==> config.mk <==
export PLATFORM = sky130hd
export DESIGN_NAME = tile_map_walker
export DESIGN_NICKNAME = d
export VERILOG_FILES = /design/src/rtl/gfx_pkg.sv /design/src/rtl/tile_cursor.sv /design/src/rtl/tile_map_walker.sv
export SDC_FILE = /design/constraint.sdc
export NUM_CORES = 1
export LEC_CHECK = 0
export BUFFER_PORTS_ARGS = -buffer_cell sky130_fd_sc_hd__buf_4
export CAP_MARGIN = 20
export CORE_MARGIN = 2
export CORE_UTILIZATION = 55
export CTS_CLUSTER_DIAMETER = 50
export DETAILED_ROUTE_END_ITERATION = 10
export PLACE_DENSITY = 0.79
export RECOVER_POWER = 100
export SYNTH_ARGS = -nofsm -noshare
export SYNTH_HDL_FRONTEND = slang
export SYNTH_SLANG_ARGS = --single-unit
==> constraint.sdc <==
create_clock -name clk -period 2.2 [get_ports clk]
set_input_delay 0.11 -clock clk [delete_from_list [all_inputs] [get_ports clk]]
set_output_delay 0.11 -clock clk [all_outputs]
set_load 0.03 [all_outputs]
==> src/rtl/gfx_pkg.sv <==
// Shared graphics constants and the tile walker state encoding.
// Screen geometry drives the default map and tile dimensions.
package gfx_pkg;

  localparam int SCREEN_W    = 640;
  localparam int SCREEN_H    = 480;
  localparam int TILE_W      = 32;
  localparam int TILE_H      = 32;
  localparam int MAP_COLS    = SCREEN_W / TILE_W;
  localparam int MAP_ROWS    = SCREEN_H / TILE_H;
  localparam int TILE_WORDS  = 1024;
  localparam int TILE_CYCLES = 1027;
  localparam int MAP_AW      = 9;
  localparam int TADDR_W     = 19;
  localparam int POS_W       = 10;

  localparam logic [7:0] EMPTY_IDX = 8'hFF;

  typedef enum logic [2:0] {
    IDLE,
    FETCH,
    WAIT,
    ISSUE,
    RENDER,
    NEXT,
    DONE
  } state_t;

endpackage

==> src/rtl/tile_cursor.sv <==
// Raster cursor over the tile map: cell address and pixel origin
// kept as step accumulators, so no multipliers are needed.
module tile_cursor
  import gfx_pkg::*;
#(
  parameter int COLS   = MAP_COLS,
  parameter int ROWS   = MAP_ROWS,
  parameter int STEP_X = TILE_W,
  parameter int STEP_Y = TILE_H,
  parameter int AW     = MAP_AW,
  parameter int PW     = POS_W
) (
  input  logic          clk,
  input  logic          rst,
  input  logic          step,
  input  logic          clear,
  output logic [AW-1:0] addr,
  output logic [PW-1:0] top,
  output logic [PW-1:0] left,
  output logic          last
);

  localparam int CW = (COLS > 1) ? $clog2(COLS) : 1;
  localparam int RW = (ROWS > 1) ? $clog2(ROWS) : 1;

  logic [CW-1:0] col;
  logic [RW-1:0] row;
  logic          col_end;
  logic          row_end;

  assign col_end = (col == CW'(COLS - 1));
  assign row_end = (row == RW'(ROWS - 1));
  assign last    = col_end && row_end;

  always_ff @(posedge clk or posedge rst) begin
    if (rst) begin
      col  <= '0;
      row  <= '0;
      addr <= '0;
      top  <= '0;
      left <= '0;
    end else if (clear || (step && last)) begin
      col  <= '0;
      row  <= '0;
      addr <= '0;
      top  <= '0;
      left <= '0;
    end else if (step) begin
      addr <= addr + AW'(1);
      if (col_end) begin
        col  <= '0;
        left <= '0;
        row  <= row + RW'(1);
        top  <= top + PW'(STEP_Y);
      end else begin
        col  <= col + CW'(1);
        left <= left + PW'(STEP_X);
      end
    end
  end

endmodule

==> src/rtl/tile_map_walker.sv <==
// Walks the tile map in raster order and hands each non-empty
// tile to the renderer, holding its origin while it is drawn.
module tile_map_walker #(
  parameter int          MAP_COLS    = gfx_pkg::MAP_COLS,
  parameter int          MAP_ROWS    = gfx_pkg::MAP_ROWS,
  parameter int          TILE_W      = gfx_pkg::TILE_W,
  parameter int          TILE_H      = gfx_pkg::TILE_H,
  parameter int          TILE_WORDS  = gfx_pkg::TILE_WORDS,
  parameter int          TILE_CYCLES = gfx_pkg::TILE_CYCLES,
  parameter logic [7:0]  EMPTY_IDX   = gfx_pkg::EMPTY_IDX,
  parameter int          MAP_AW      = gfx_pkg::MAP_AW
) (
  input  logic              clk,
  input  logic              rst,
  input  logic              start,
  output logic [MAP_AW-1:0] map_addr,
  input  logic [7:0]        map_data,
  output logic [18:0]       tile_addr,
  output logic [9:0]        top,
  output logic [9:0]        left,
  output logic              tile_go,
  output logic              busy,
  output logic              frame_done
);

  import gfx_pkg::*;

  localparam int CNT_W = (TILE_CYCLES > 1) ? $clog2(TILE_CYCLES) : 1;
  localparam int SHIFT = $clog2(TILE_WORDS);

  state_t         state;
  logic [CNT_W-1:0] cnt;
  logic           hit;
  logic           step;
  logic           clear;
  logic           last;
  logic [9:0]     cur_top;
  logic [9:0]     cur_left;

  assign step  = (state == NEXT) && !last;
  assign clear = (state == DONE);

  tile_cursor #(
    .COLS   (MAP_COLS),
    .ROWS   (MAP_ROWS),
    .STEP_X (TILE_W),
    .STEP_Y (TILE_H),
    .AW     (MAP_AW),
    .PW     (10)
  ) u_cursor (
    .clk   (clk),
    .rst   (rst),
    .step  (step),
    .clear (clear),
    .addr  (map_addr),
    .top   (cur_top),
    .left  (cur_left),
    .last  (last)
  );

  // ROM data lands during WAIT, so the tile is latched on the WAIT->ISSUE
  // edge and every output is already valid in the ISSUE cycle.
  always_ff @(posedge clk or posedge rst) begin
    if (rst) begin
      state      <= IDLE;
      cnt        <= '0;
      hit        <= 1'b0;
      tile_addr  <= '0;
      top        <= '0;
      left       <= '0;
      tile_go    <= 1'b0;
      busy       <= 1'b0;
      frame_done <= 1'b0;
    end else begin
      tile_go    <= 1'b0;
      frame_done <= 1'b0;
      unique case (state)
        IDLE: begin
          if (start) begin
            state <= FETCH;
            busy  <= 1'b1;
          end
        end
        FETCH: begin
          state <= WAIT;
        end
        WAIT: begin
          state <= ISSUE;
          hit   <= (map_data != EMPTY_IDX);
          if (map_data != EMPTY_IDX) begin
            tile_addr <= 19'(map_data) << SHIFT;
            top       <= cur_top;
            left      <= cur_left;
            tile_go   <= 1'b1;
            cnt       <= CNT_W'(TILE_CYCLES - 1);
          end
        end
        ISSUE: begin
          state <= hit ? RENDER : NEXT;
        end
        RENDER: begin
          if (cnt == '0) state <= NEXT;
          else cnt <= cnt - CNT_W'(1);
        end
        NEXT: begin
          if (last) begin
            state      <= DONE;
            frame_done <= 1'b1;
          end else begin
            state <= FETCH;
          end
        end
        DONE: begin
          state <= IDLE;
          busy  <= 1'b0;
        end
        default: begin
          state <= IDLE;
        end
      endcase
    end
  end

endmodule

# == Word level (Yosys, flattened, before mapping) ==
# Cells that the tools add are included.
# word_totals
word_cells,77
out_inout_bits,51
regBits,84
in_bits,11
# classes
add_sub_neg,6
eq_ne,13
mux,28
n_reduce_logical,16
# ops
operator,count
two-way mux 10 bit,6
two-way mux 11 bit,2
case mux 11 bit (2 select lines),1
"adder 10 x 6 -> 10 bit, second input constant",2
two-way mux 9 bit,2
case mux 3 bit (6 select lines),1
two-way mux 5 bit,3
two-way mux 4 bit,3
logical NOT 11 bit,1
"subtractor 11 x 1 -> 11 bit, second input constant",1
"adder 9 x 1 -> 9 bit, second input constant",1
"== test 3 bit, second input constant",3
two-way mux 3 bit,3
"inequality test 2 bit, second input constant",4
"inequality test 8 bit, second input constant",1
AND reduction 2 bit,4
nonzero test 2 bit,4
"== test 3 x 2 -> 1 bit, second input constant",2
two-way mux 1 bit,6
"adder 5 x 1 -> 5 bit, second input constant",1
"== test 5 bit, second input constant",1
"adder 4 x 1 -> 4 bit, second input constant",1
"== test 4 bit, second input constant",1
"== test 3 x 1 -> 1 bit, second input constant",1
other kinds (6),8

# == Longest topological paths before layout ==
# Gate-level depths: netlist (run 1).
# depth
word_depth,8
depth_mapped,7

# == By module ==
# A second synthesis (run 1) with hierarchy kept.
# unflattened
hier_cells,401
hier_area_um2,3692.3
# by_module_without_submodules
module,area_per_inst_um2,seq_area_each_um2,instances,cells_each
tile_map_walker,2083.2,1151.1,1,231
tile_cursor,1609.0,700.7,1,170

# == Worst setup path after synthesis (run 1) ==
# No wires, ideal clock.
# synth_path
path_kind,reg-to-reg
start,register cnt[3]
end,register state[0]
period_less_slack_ns,1.928
setup_time_ns,0.111
setup_slack_ns,0.272
stages_incl_launch_ff,5
required_time_ns,2.089
arrival_ns,1.817
path_cell_list,dfrtp_1 or4_4 nor4_4 a21boi_2 a2111oi_2
# synth_between
elab_chain_len,3
# synth_lines
element,line,source
from (decl),tile_map_walker.sv:32,logic [CNT_W-1:0] cnt;
from (signal assigned),tile_map_walker.sv:95,cnt <= CNT_W'(TILE_CYCLES - 1);
from (signal assigned),tile_map_walker.sv:103,else cnt <= cnt - CNT_W'(1);
logical NOT 11 bit,tile_map_walker.sv:102,if (cnt == '0) state <= NEXT;
inequality test 2 bit (no line),n/a,
AND reduction 2 bit (no line),n/a,
to (signal assigned),tile_map_walker.sv:99,state <= hit ? RENDER : NEXT;
to (decl),tile_map_walker.sv:31,state_t state;
# No other way between the ends.
# A chain may end at the register's enable or synchronous reset.

# == Worst setup path after layout (run 1) ==
# Same ends and word-level chain as after synthesis.

==> results of run 1 <==
## kinds of logic after synthesis
family,synth area share
fa+ha+maj,0.02718
simple gates,0.2272
compound gates,0.09825
mux,0.02835
xor+xnor,0.04621
flops,0.4971
other cells,0.001164
buf+inv,0.07456
## worst register-to-register path: stages, from the launching register on
cell and delay (ns):
dfrtp_1 0.43, or4_4 0.59, nor4_4 0.34, a21boi_1 0.22, a2111oi_2 0.35
## synthesized netlist by cell type, types with 2 or more instances
master      n
a2111oi_0   2
a211oi_1    6
a21oi_1     8
a22o_1      2
a31o_2      2
buf_1       2
buf_2       3
buf_4      21
clkbuf_1    8
dfrtp_1    64
ha_1        7
inv_1       7
mux2i_1     8
nand2_1    73
nand2b_1    3
nand3_1    10
nand3b_1    2
nand4_1     7
nor2_1     28
nor3_1      3
nor4_1      3
o211ai_1    6
o21ai_0     8
o2bb2ai_1   2
o31ai_1     2
or3_1       4
or4_1       5
xnor2_1    12
xor2_1      5
## final timing paths
check | slack [ns] | end | cells past startpoint | start
worst max-delay path | 0.16 | state[0] | 4 | cnt[3]
min in group asynchronous | 0.59 | cnt[10] | 3 | rst
worst min-delay path | 0.08 | busy | 3 | start
worst max register to register | 0.16 | state[0] | 4 | cnt[3]
worst min register to register | 0.47 | top[8] | 2 | top[8]
max in group asynchronous | 0.45 | tile_addr[16] | 4 | rst
## layout make-up
type                            count  area (um^2)
Inverter                            8        30.03
Timing Repair Buffer               56        324.1
Tap cell                           72        90.09
Clock inverter                      2        35.03
Fill cell                         459         1854
Clock buffer                       14        182.7
Multi-Input combinational cell    249         1456
Sequential cell                    64         1602
## repair_timing
action                     in CTS  in global routing
setup endpoints to repair       0                  1
hold endpoints to repair       35                  0
hold buffers                    9                  0
## state kept, by name (all words and copies together), names as in the netlist
name           cells
u_cursor.row       4
frame_done         1
state              3
tile_go            1
u_cursor.col       5
top                5
u_cursor.left      5
cnt               11
u_cursor.addr      9
left               5
busy               1
tile_addr          8
u_cursor.top       5
hit                1
## power by group
part           leakage, nW  internal [mW]  switching, mW
sequential           0.849           1.48          0.334
clock                0.113          0.646          0.432
combinational        0.789          0.528           1.03
## routing by layer
layer | up-vias | GRT usage
met5 | - | 0
met4 | 0 | 0.09492
met3 | 13 | 0.06180
met2 | 65 | 0.3767
met1 | 1246 | 0.3211
li1 | 1219 | -
==> metrics.md, run 1 <==
| Metric | Value |
|---|---|
| Max Used Layer | `met4` |
| I/O Buffers | `40` |
| CP Data Arrival Time | `2.28 ns` |
| # H-tree levels | `3` |
| Unique masters post-synth | `slightly above 50` |
| Vias | `around 2,500` |
| Reg clk slew, reported paths | `approximately 0.070 ns` |
| Run status | `finished, final reports clean` |
| Cell area after layout | `3720 um^2` |
| Most common cell after layout, fill and taps aside | `nand2_1` |
| CTS tree | `yes` |
| Maximum VDD drop | `approximately 0.63 mV` |
| Critical path's largest stage delay | `a little under 0.6 ns` |
| Total core area | `5574 um^2` |
| Longest Clk Path Bufs | `2` |
| Pin count of the biggest net entering global routing | `38` |
| Critical Path Source Type | `flop` |
| Final core utilization | `0.6673` |
| Fmax | `~490 MHz` |
| Min-Delay Path Class | `in2reg` |
| Crit path max-delay cell type | `or4_4` |
| Setup WS post-layout | `around 0.16 ns` |
| Pre-Repair DR Iteration Count | `4` |
| Most frequent cells in the layout | `73 x nand2_1, 64 x dfrtp_1, 32 x clkbuf_1` |
| Initial Util | `0.5780` |
| Height of the die | `roughly 80 um` |
| RD Place Congestion | `about 0.87` |
| Final slew viol count | `0` |
| Total grt overflow | `0` |
| Unrepaired setup endpoints after global routing | `no` |
| Full die area | `around 6500 um^2` |
| Worst slew pin tran | `around 1.0 ns` |
| CP Cell Sequence | `or4_4 > nor4_4 > a21boi_1 > a2111oi_2` |
| Post-synth EDFFs | `0` |
| Syn Inst Count | `about 340` |
| DR vias/cell | `around 5.5` |
| Setup TNS | `0 ns` |
| Leakage power | `~1.8 nW` |
| Min Tclk post-route | `2.042 ns` |
| Max-Cap Viols | `0` |
| WL met3 | `~270 um` |
| Initial detailed-routing violation count | `about 190` |
| Dpl ws | `0.1402 ns` |
| Vias in the first global route | `2,480` |
| GRT Util Overall | `0.2410` |
| Share of post-route cells with drive strength above 1 | `0.1094` |
| Post-synth top flop | `dfrtp_1` |
| Clock Skews | `about 0.0080 ns` |
| Post-CTS Setup Bufs | `0` |
| Max FO, Critical Path | `7` |
| Routed WL | `approximately 6900 um` |
| Crit path kind | `reg2reg` |
| Skew-Pair Late Insertion Delay | `roughly 0.34 ns` |
| Buf+Inv Stages, Crit Path | `0` |
| Pwr per Cell Area | `around 1200 nW/um^2` |
| WL met2 | `around 3400 um` |
| Avg Inst Size Synth | `about 9.6 um^2` |
| TritonCTS buffer count | `9` |
| Metal-1 WL | `just over 3000 um` |
| Top post-synthesis cells by area | `dfrtp_1 50%, nand2_1 8.5%, buf_4 4.9%` |
| First-pass GRT wire length | `about 12,000 um` |
| Sequential share of the synthesized area | `0.4971` |
| Post-CTS Resized | `0` |
| Initial antenna violation count | `0` |
| DP Area | `~3500 um^2` |
| Yosys warnings | `0` |
| Clock Sinks | `64` |
| Cell Count, Final, Fillers Out | `465` |
| Cell area after synthesis | `3222 um^2` |
| Antenna-violating nets left | `0` |
| Final #Nets | `406` |
| Share of Yosys cell area claimed by the top area cell type | `0.4971` |
| HPWL after DPL | `4612 um` |
| Worst EP required | `between 2 and 2.5 ns` |
| CP Capture Type | `flop` |
| ANT cells | `0` |
| Total power | `4.452 mW` |
| Cell taking the most area after synthesis | `dfrtp_1` |
| Final hold slack | `0.08261 ns` |
| Layout area overhead | `15.46%` |
| Share of flip-flops with an asynchronous set or reset | `1.000` |
| CP delay by family, top | `simple AND/OR/NAND/NOR gates` |
| Finish-stage setup viols | `0` |
| Max-slew headroom | `0.3003` |
| Drc violations | `0` |
| Final Hold Vio Count | `0` |
| Drt wl/cell | `~15 um` |
| Clock root cell | `clkbuf_8` |
| Io pins | `a little over 60` |
| # rows | `27` |
| Yosys reg bits | `64` |
| Die width | `around 81 um` |
| Final period utilization | `0.9282` |
| Placed cells | `440` |
No activity file was read; power rests on OpenSTA's default activity.
==> inputs of run 2 (changes only) <==
- PLACE_DENSITY: 0.79 -> unset
- PLACE_DENSITY_LB_ADDON: unset -> 0.3
==> run 2 against run 1 <==
Net effect:
- the flow now finishes with violations (max-capacitance violations, max-slew violations)
- final cell count unchanged
- clock-buffer cell count decreased by 3
- first-iteration DRC count decreased by 32%
- clock skew increased by 0.0021 ns
- sequential share of layout area increased by 0.65 points
- sequential cell count unchanged
- maximum frequency decreased by 0.88%
- non-clock buffer count increased by 2
- cell area decreased by 1.5%
- sequential power about the same
- combinational power about the same
- critical path type unchanged
- largest cell class unchanged
- largest power group unchanged
==> metrics.md, run 2 (same netlist as run 1, synthesis figures left out) <==
| Metric | Value |
|---|---|
| First-pass GRT wire length | `11,770 um (-1.2%)` |
| Flop pwr share | `0.432 (+0.024)` |
| R2R Path End | `cnt[8]` |
| Final period utilization | `0.9364 (+0.008209)` |
| Reg clk slew, reported paths | `0.07 ns (about the same)` |
| Io pins | `62 (unchanged)` |
| CP Capture Type | `flop` |
| Max-slew headroom | `-0.03450 (-0.3348)` |
| TritonCTS buffer count | `9 (unchanged)` |
| Post-CTS Resized | `0 (unchanged)` |
| Most frequent cells in the layout | `73 x nand2_1, 64 x dfrtp_1, 35 x clkbuf_1` |
| Clock power share | `0.203 (-0.039)` |
| Hold_sp | `start` |
| Layout area overhead | `13.75%` |
| Leakage power | `1.714 nW (-2.1%)` |
| Initial detailed-routing violation count | `128 (-32%)` |
| Placed cells | `442 (+0.45%)` |
| Clock Sinks | `64 (unchanged)` |
| Clock root cell | `clkbuf_8` |
| Final core utilization | `0.6575 (-0.009876)` |
| Worst R2R Start | `cnt[3]` |
| Initial Util | `0.5780 (unchanged)` |
| Min Tclk post-route | `2.060 ns (+0.01806 ns)` |
| R2r setup slk | `0.14 ns (-0.02 ns)` |
| Max reg flops | `11 (unchanged)` |
| Finish-stage setup viols | `0 (unchanged)` |
| I/O Buffers | `40 (unchanged)` |
| DR vias/cell | `5.387 (-1.5%)` |
| Final #Nets | `408 (+0.49%)` |
| Antenna-violating nets left | `0 (unchanged)` |
| ANT cells | `0 (unchanged)` |
| Fillers | `484 (+5.4%)` |
| Post-CTS Setup Bufs | `0 (unchanged)` |
| Biggest register | `cnt` |
| # H-tree levels | `3 (unchanged)` |
| CTS tree | `yes` |
| Violated checks | `max-capacitance violations, max-slew violations` |
| P_sw | `1.777 mW (-1.0%)` |
| CP Data Arrival Time | `2.31 ns (+0.03 ns)` |
| Leading registers by flop count | `cnt: 11 flops, u_cursor.addr: 9 flops, tile_addr: 8 flops` |
| Max FO, Critical Path | `7 (unchanged)` |
| Worst Reg-to-Reg Cells | `4 (unchanged)` |
| Run status | `finished, violations left` |
| Min-Delay Path Class | `in2reg` |
| Clock Skews | `0.01012 ns (+0.002144 ns)` |
| Crit path kind | `reg2reg` |
| Drt wl/cell | `14.70 um (-0.54%)` |
| Drc violations | `0 (unchanged)` |
| Hold Path End | `busy` |
| Pin count of the biggest net entering global routing | `65 (+71%)` |
| Max-Cap Viols | `1 (+1)` |
| Cell Count, Final, Fillers Out | `465 (unchanged)` |
| Pre-Repair DR Iteration Count | `4 (unchanged)` |
| Critical Path Source Type | `flop` |
| GRT Util Overall | `0.2403 (-0.0006831)` |
| Maximum VDD drop | `0.6908 mV (+10%)` |
| Final slew viol count | `65 (+65)` |
| Die width | `80.54 um (unchanged)` |
| Hold Crit Depth | `3 (unchanged)` |
| Combinational share of power | `0.366 (+0.016)` |
| Total grt overflow | `0 (unchanged)` |
| Pint | `2.435 mW (-8.3%)` |
| Skew-Pair Late Insertion Delay | `0.34 ns (about the same)` |
| Share of post-route cells with drive strength above 1 | `0.1018 (-0.007634)` |
| Sw frac | `0.4219 (+0.01864)` |
| Fmax | `485.4 MHz (-0.88%)` |
| Final Hold Vio Count | `0 (unchanged)` |
| Vias | `2,505 (-1.5%)` |
| Pwr per Cell Area | `1149 nW/um^2 (-4.0%)` |
| HPWL after DPL | `4563 um (-1.1%)` |
| Full die area | `6486 um^2 (unchanged)` |
| Routed WL | `6836 um (-0.54%)` |
| Height of the die | `80.54 um (unchanged)` |
| Longest Clk Path Bufs | `2 (unchanged)` |
| Most common cell after layout, fill and taps aside | `nand2_1` |
| Worst slew pin tran | `1.552 ns (+0.5033 ns)` |
| Total core area | `5574 um^2 (unchanged)` |
| Worst EP required | `2.45 ns (about the same)` |
| Vias in the first global route | `2,475 (-0.20%)` |
| Initial antenna violation count | `0 (unchanged)` |
| Unrepaired setup endpoints after global routing | `no` |
| RD Place Congestion | `0.8002 (-8.5%)` |
| Setup TNS | `0 ns (unchanged)` |
| Worst setup path startpoint | `cnt[3]` |
| # rows | `27 (unchanged)` |
run 2: cell type report:
type                       instances  area (um^2)  area share
sequential                        64         1602      0.4370
multi-input combinational        249         1456      0.3974
timing repair buffer              58        325.3     0.08877
clock buffer                      11        141.4     0.03858
tap                               72        90.09     0.02458
inverter                           8        30.03    0.008194
clock inverter                     3        20.02    0.005463
run 2: worst max path at each step:
stage                          end  slack, ns
after detailed placement  state[0]       0.07
final                       cnt[8]       0.14
after CTS                 state[0]       0.06
after global placement    state[0]       0.20
after global routing        cnt[8]       0.02
after floorplan           state[0]       0.27
run 2: stage by stage:
step           instance area (um^2)  setup WS (ns)  hold slack (ns)  total power [mW]
2_1_floorplan                  3297         0.2721           0.2154             2.998
3_3_place_gp                   3562         0.1974           0.2096             3.429
3_5_place_dp                   3562        0.07045           0.2094             3.487
4_1_cts                        3814        0.06046          0.05833             4.369
5_1_grt                        3665        0.01548           0.1040             4.513
6_report                       3665         0.1400          0.07490             4.212
run 2: routing by layer:
| metal | share of wire | global-route usage | vias up |
|---|---|---|---|
| met3 | 0.031 | 0.06404 | 14 |
| met2 | 0.50 | 0.3808 | 56 |
| li1 | - | - | 1226 |
| met1 | 0.45 | 0.3129 | 1209 |
| met5 | 0 | 0 | - |
| met4 | 0.020 | 0.09831 | 0 |
run 2: repair_timing:
action / in CTS / in global routing
hold buffers: 9 / 0
hold endpoints to repair: 72 / 0
setup endpoints to repair: 0 / 1
run 2: power by group through the flow:
| stage | combinational, mW | sequential, mW | clock, mW |
|---|---|---|---|
| after detailed placement | 1.66 | 1.83 | 0 |
| after floorplan | 1.03 | 1.97 | 0 |
| after global routing | 1.71 | 1.87 | 0.932 |
| after global placement | 1.62 | 1.81 | 0 |
| final | 1.54 | 1.82 | 0.855 |
| after CTS | 1.68 | 1.81 | 0.875 |
run 2: critical path, stage by stage, from the launching register on:
cell	delay, ns
dfrtp_1	0.44
or4_4	0.60
or2_0	0.25
or4b_1	0.51
a21oi_1	0.17
==> inputs of run 3 (changes only) <==
- CORE_UTILIZATION: 55 -> 57
- SYNTH_HIERARCHICAL: unset -> 1
==> run 3 against run 2 <==
Net effect:
- the run now ends clean
- clock power is 33% higher
- sequential cell count grew 10
- non-clock buffer count grew 29
- clock-buffer cell count is 4 higher
- cell area increased by 21%
- global-route usage shrank 0.12 points
- synthesized area increased by 15%
- first-iteration DRC count increased by 89%
- hold slack got worse by 0.0021 ns
- maximum frequency shrank 2.5%
- highest routed layer unchanged
==> metrics.md, run 3 <==
| Metric | Value |
|---|---|
| Worst setup path startpoint | `u_cursor/col[0]` |
| Crit path kind | `reg2reg` |
| # H-tree levels | `3 (unchanged)` |
| CP Data Arrival Time | `2.38 ns (+0.07 ns)` |
| Pin count of the biggest net entering global routing | `47 (-28%)` |
| Worst Reg-to-Reg Cells | `9 (+5)` |
| Total grt overflow | `0 (unchanged)` |
| Total power | `5.103 mW (+21%)` |
| Max FO, Critical Path | `5 (-2)` |
| Run status | `finished, final reports clean` |
| Final #Nets | `498 (+22%)` |
| Max-Cap Viols | `0 (-1)` |
| Min-Delay Path Class | `in2reg` |
| Post-synth top flop | `dfrtp_1` |
| ANT cells | `0 (unchanged)` |
| Worst EP required | `2.47 ns (+0.02 ns)` |
| Pre-Repair DR Iteration Count | `4 (unchanged)` |
| Finish-stage setup viols | `0 (unchanged)` |
| Critical path's largest stage delay | `0.40 ns (-0.20 ns)` |
| Min Tclk post-route | `2.112 ns (+0.05200 ns)` |
| Vias in the first global route | `2,936 (+19%)` |
| Drt wl/cell | `14.95 um (+1.7%)` |
| Most common cell after layout, fill and taps aside | `nand2_1` |
| Initial Util | `0.5848 (+0.006817)` |
| Fillers | `507 (+4.8%)` |
| Io pins | `62 (unchanged)` |
| Hold_sp | `start` |
| Initial antenna violation count | `0 (unchanged)` |
| Unique masters post-synth | `47 (-7.8%)` |
| # rows | `29 (+7.4%)` |
| GRT Util Overall | `0.2391 (-0.001218)` |
| CP Capture Type | `flop` |
| Top post-synthesis cells by area | `dfrtp_1 50%, nand2_1 10%, buf_4 4.3%` |
| Leading registers by flop count | `cnt: 11 flops, left: 10 flops, top: 10 flops` |
| Yosys warnings | `6 (+6)` |
| Routed WL | `8403 um (+23%)` |
| Avg Inst Size Synth | `9.208 um^2 (-4.3%)` |
| Setup WS post-layout | `0.08798 ns (-0.05200 ns)` |
| CTS tree | `yes` |
| Worst slew pin tran | `0.9258 ns (-0.6259 ns)` |
| Layout area overhead | `20.40%` |
| Cell taking the most area after synthesis | `dfrtp_1` |
| R2R Path End | `u_cursor/addr[5]` |
| TritonCTS buffer count | `9 (unchanged)` |
| HPWL after DPL | `5540 um (+21%)` |
| Antenna-violating nets left | `0 (unchanged)` |
| Vias | `3,147 (+26%)` |
| R2r setup slk | `0.09 ns (-0.05 ns)` |
| Height of the die | `84.49 um (+4.9%)` |
| Skew-Pair Late Insertion Delay | `0.35 ns (about the same)` |
| Max reg flops | `11 (unchanged)` |
| RD Place Congestion | `0.9526 (+19%)` |
| Fmax | `473.5 MHz (-2.5%)` |
| Drc violations | `0 (unchanged)` |
| Share of Yosys cell area claimed by the top area cell type | `0.5015 (+0.004438)` |
| Crit path max-delay cell type | `dfrtp_1` |
| Worst R2R Start | `u_cursor/col[0]` |
| Dpl ws | `-0.07492 ns (-0.1454 ns)` |
| Cell area after synthesis | `3692 um^2 (+15%)` |
| Syn Inst Count | `401 (+20%)` |
| DR vias/cell | `5.600 (+3.9%)` |
| I/O Buffers | `50 (+25%)` |
| Clock Sinks | `74 (+16%)` |
| Final core utilization | `0.7041 (+0.04666)` |
| Clock Skews | `0.007503 ns (-0.002618 ns)` |
| Leakage power | `2.118 nW (+24%)` |
| Maximum VDD drop | `0.7730 mV (+12%)` |
| Final slew viol count | `0 (-100%)` |
| Most frequent cells in the layout | `100 x nand2_1, 74 x dfrtp_1, 44 x clkbuf_1` |
| Final period utilization | `0.9600 (+0.02364)` |
| Full die area | `7138 um^2 (+10%)` |
| Top cells by count, synth | `101 x nand2_1, 74 x dfrtp_1, 21 x a21oi_1, 21 x buf_4, 21 x o21ai_0` |
| Longest Clk Path Bufs | `2 (unchanged)` |
| Die width | `84.49 um (+4.9%)` |
| Share of flip-flops with an asynchronous set or reset | `1.000 (unchanged)` |
| Crit path capture | `u_cursor/addr[5]` |
| Sequential share of the synthesized area | `0.5015 (+0.004438)` |
| Pwr per Cell Area | `1148 nW/um^2 (-0.12%)` |
| Final Hold Vio Count | `0 (unchanged)` |
| CP Cell Sequence | `ha_2 > nand4bb_1 > nor2_1 > or2b_4 > nor2_4 > o21ai_2 > buf_4 > or3_1 > a21oi_1` |
| Setup TNS | `0 ns (unchanged)` |
| Reg clk slew, reported paths | `0.07 ns (about the same)` |
| First-pass GRT wire length | `13,640 um (+16%)` |
| Yosys reg bits | `74 (+16%)` |
| Critical Path Source Type | `flop` |
| Biggest register | `cnt` |
| Initial detailed-routing violation count | `242 (+89%)` |
| Total core area | `6314 um^2 (+13%)` |
| Post-synth EDFFs | `0 (unchanged)` |
| Most common cell in the netlist | `nand2_1` |
| Clock root cell | `clkbuf_8` |
| Max-slew headroom | `0.3819 (+0.4164)` |
| Share of post-route cells with drive strength above 1 | `0.1402 (+0.03843)` |
run 3: changes by cell type after synthesis, moves of 4 or more:
cell	before	now
a21oi_1	8	21
a31oi_1	0	6
dfrtp_1	64	74
inv_1	7	11
nand2_1	73	101
nand2b_1	3	7
nor2_1	28	12
nor2b_1	0	4
nor3_1	3	9
o2111ai_1	0	4
o21ai_0	8	21
o32ai_1	0	4
xnor2_1	12	0
run 3: routing by layer:
metal,track usage,part of all wire
met1,0.3024,0.43
met2,0.4052,0.50
met3,0.05506,0.045
met4,0.08369,0.019
met5,0,0
run 3: worst max-delay path: cells and delay by family, from the launching register on:
kind,cells,cell delay [ns]
AND/OR/NAND/NOR,5,1.04
flip-flops,1,0.40
AO/OA/AOI/OAI,2,0.25
adder cells (fa/ha/maj),1,0.18
buffers and inverters,1,0.16
run 3: area by class of cell:
| cell class | instances | area, um^2 | area share |
|---|---|---|---|
| Clock buffer | 15 | 186.4 | 0.04194 |
| Sequential cell | 74 | 1852 | 0.4166 |
| Tap cell | 77 | 96.34 | 0.02167 |
| Clock inverter | 1 | 30.03 | 0.006755 |
| Multi-Input combinational cell | 297 | 1723 | 0.3876 |
| Inverter | 11 | 41.29 | 0.009288 |
| Timing Repair Buffer | 87 | 516.7 | 0.1162 |
run 3: worst min path at each step:
stage	slack, ns	to	cells after the start
3_5_place_dp	0.24	u_cursor/left[7]	3
5_1_grt	0.11	busy	3
6_report	0.07	busy	3
3_3_place_gp	0.22	u_cursor/left[8]	3
4_1_cts	0.07	busy	3
2_1_floorplan	0.18	u_cursor/addr[0]	1
run 3: kinds of logic (layout without fill, tap and decap cells):
logic type	Yosys count	in the layout	synth area share
and+or+nand+nor	185	186	0.2497
DFF	74	74	0.5015
AOI/OAI and AO/OA	70	70	0.1166
buffers and inverters	50	114	0.07353
adders and majority gates	7	7	0.02372
xor gates and xnor gates	7	7	0.01660
muxes	6	6	0.01627
other	2	21	0.002034
run 3: repair_timing:
item | CTS | global route
cloned | 0 | 1
endpoints found under the setup margin | 8 | 17
setup buffers | 0 | 5
pin swaps | 0 | 8
endpoints found under the hold margin | 36 | 0
hold buffers | 9 | 0
resized for setup | 2 | 13
run 3: metrics by stage:
| step | hold WS [ns] | cell area, um^2 | std cells |
|---|---|---|---|
| final | 0.07283 | 4446 | 562 |
| after floorplan | 0.1754 | 3777 | 420 |
| after global routing | 0.1104 | 4446 | 562 |
| after CTS | 0.06965 | 4512 | 556 |
| after detailed placement | 0.2354 | 4192 | 531 |
| after global placement | 0.2163 | 4192 | 531 |
run 3: power by group:
group	switching [mW]	leakage [nW]	internal (mW)
Clock	0.486	0.110	0.650
Combinational	1.30	1.03	0.587
Sequential	0.357	0.974	1.73
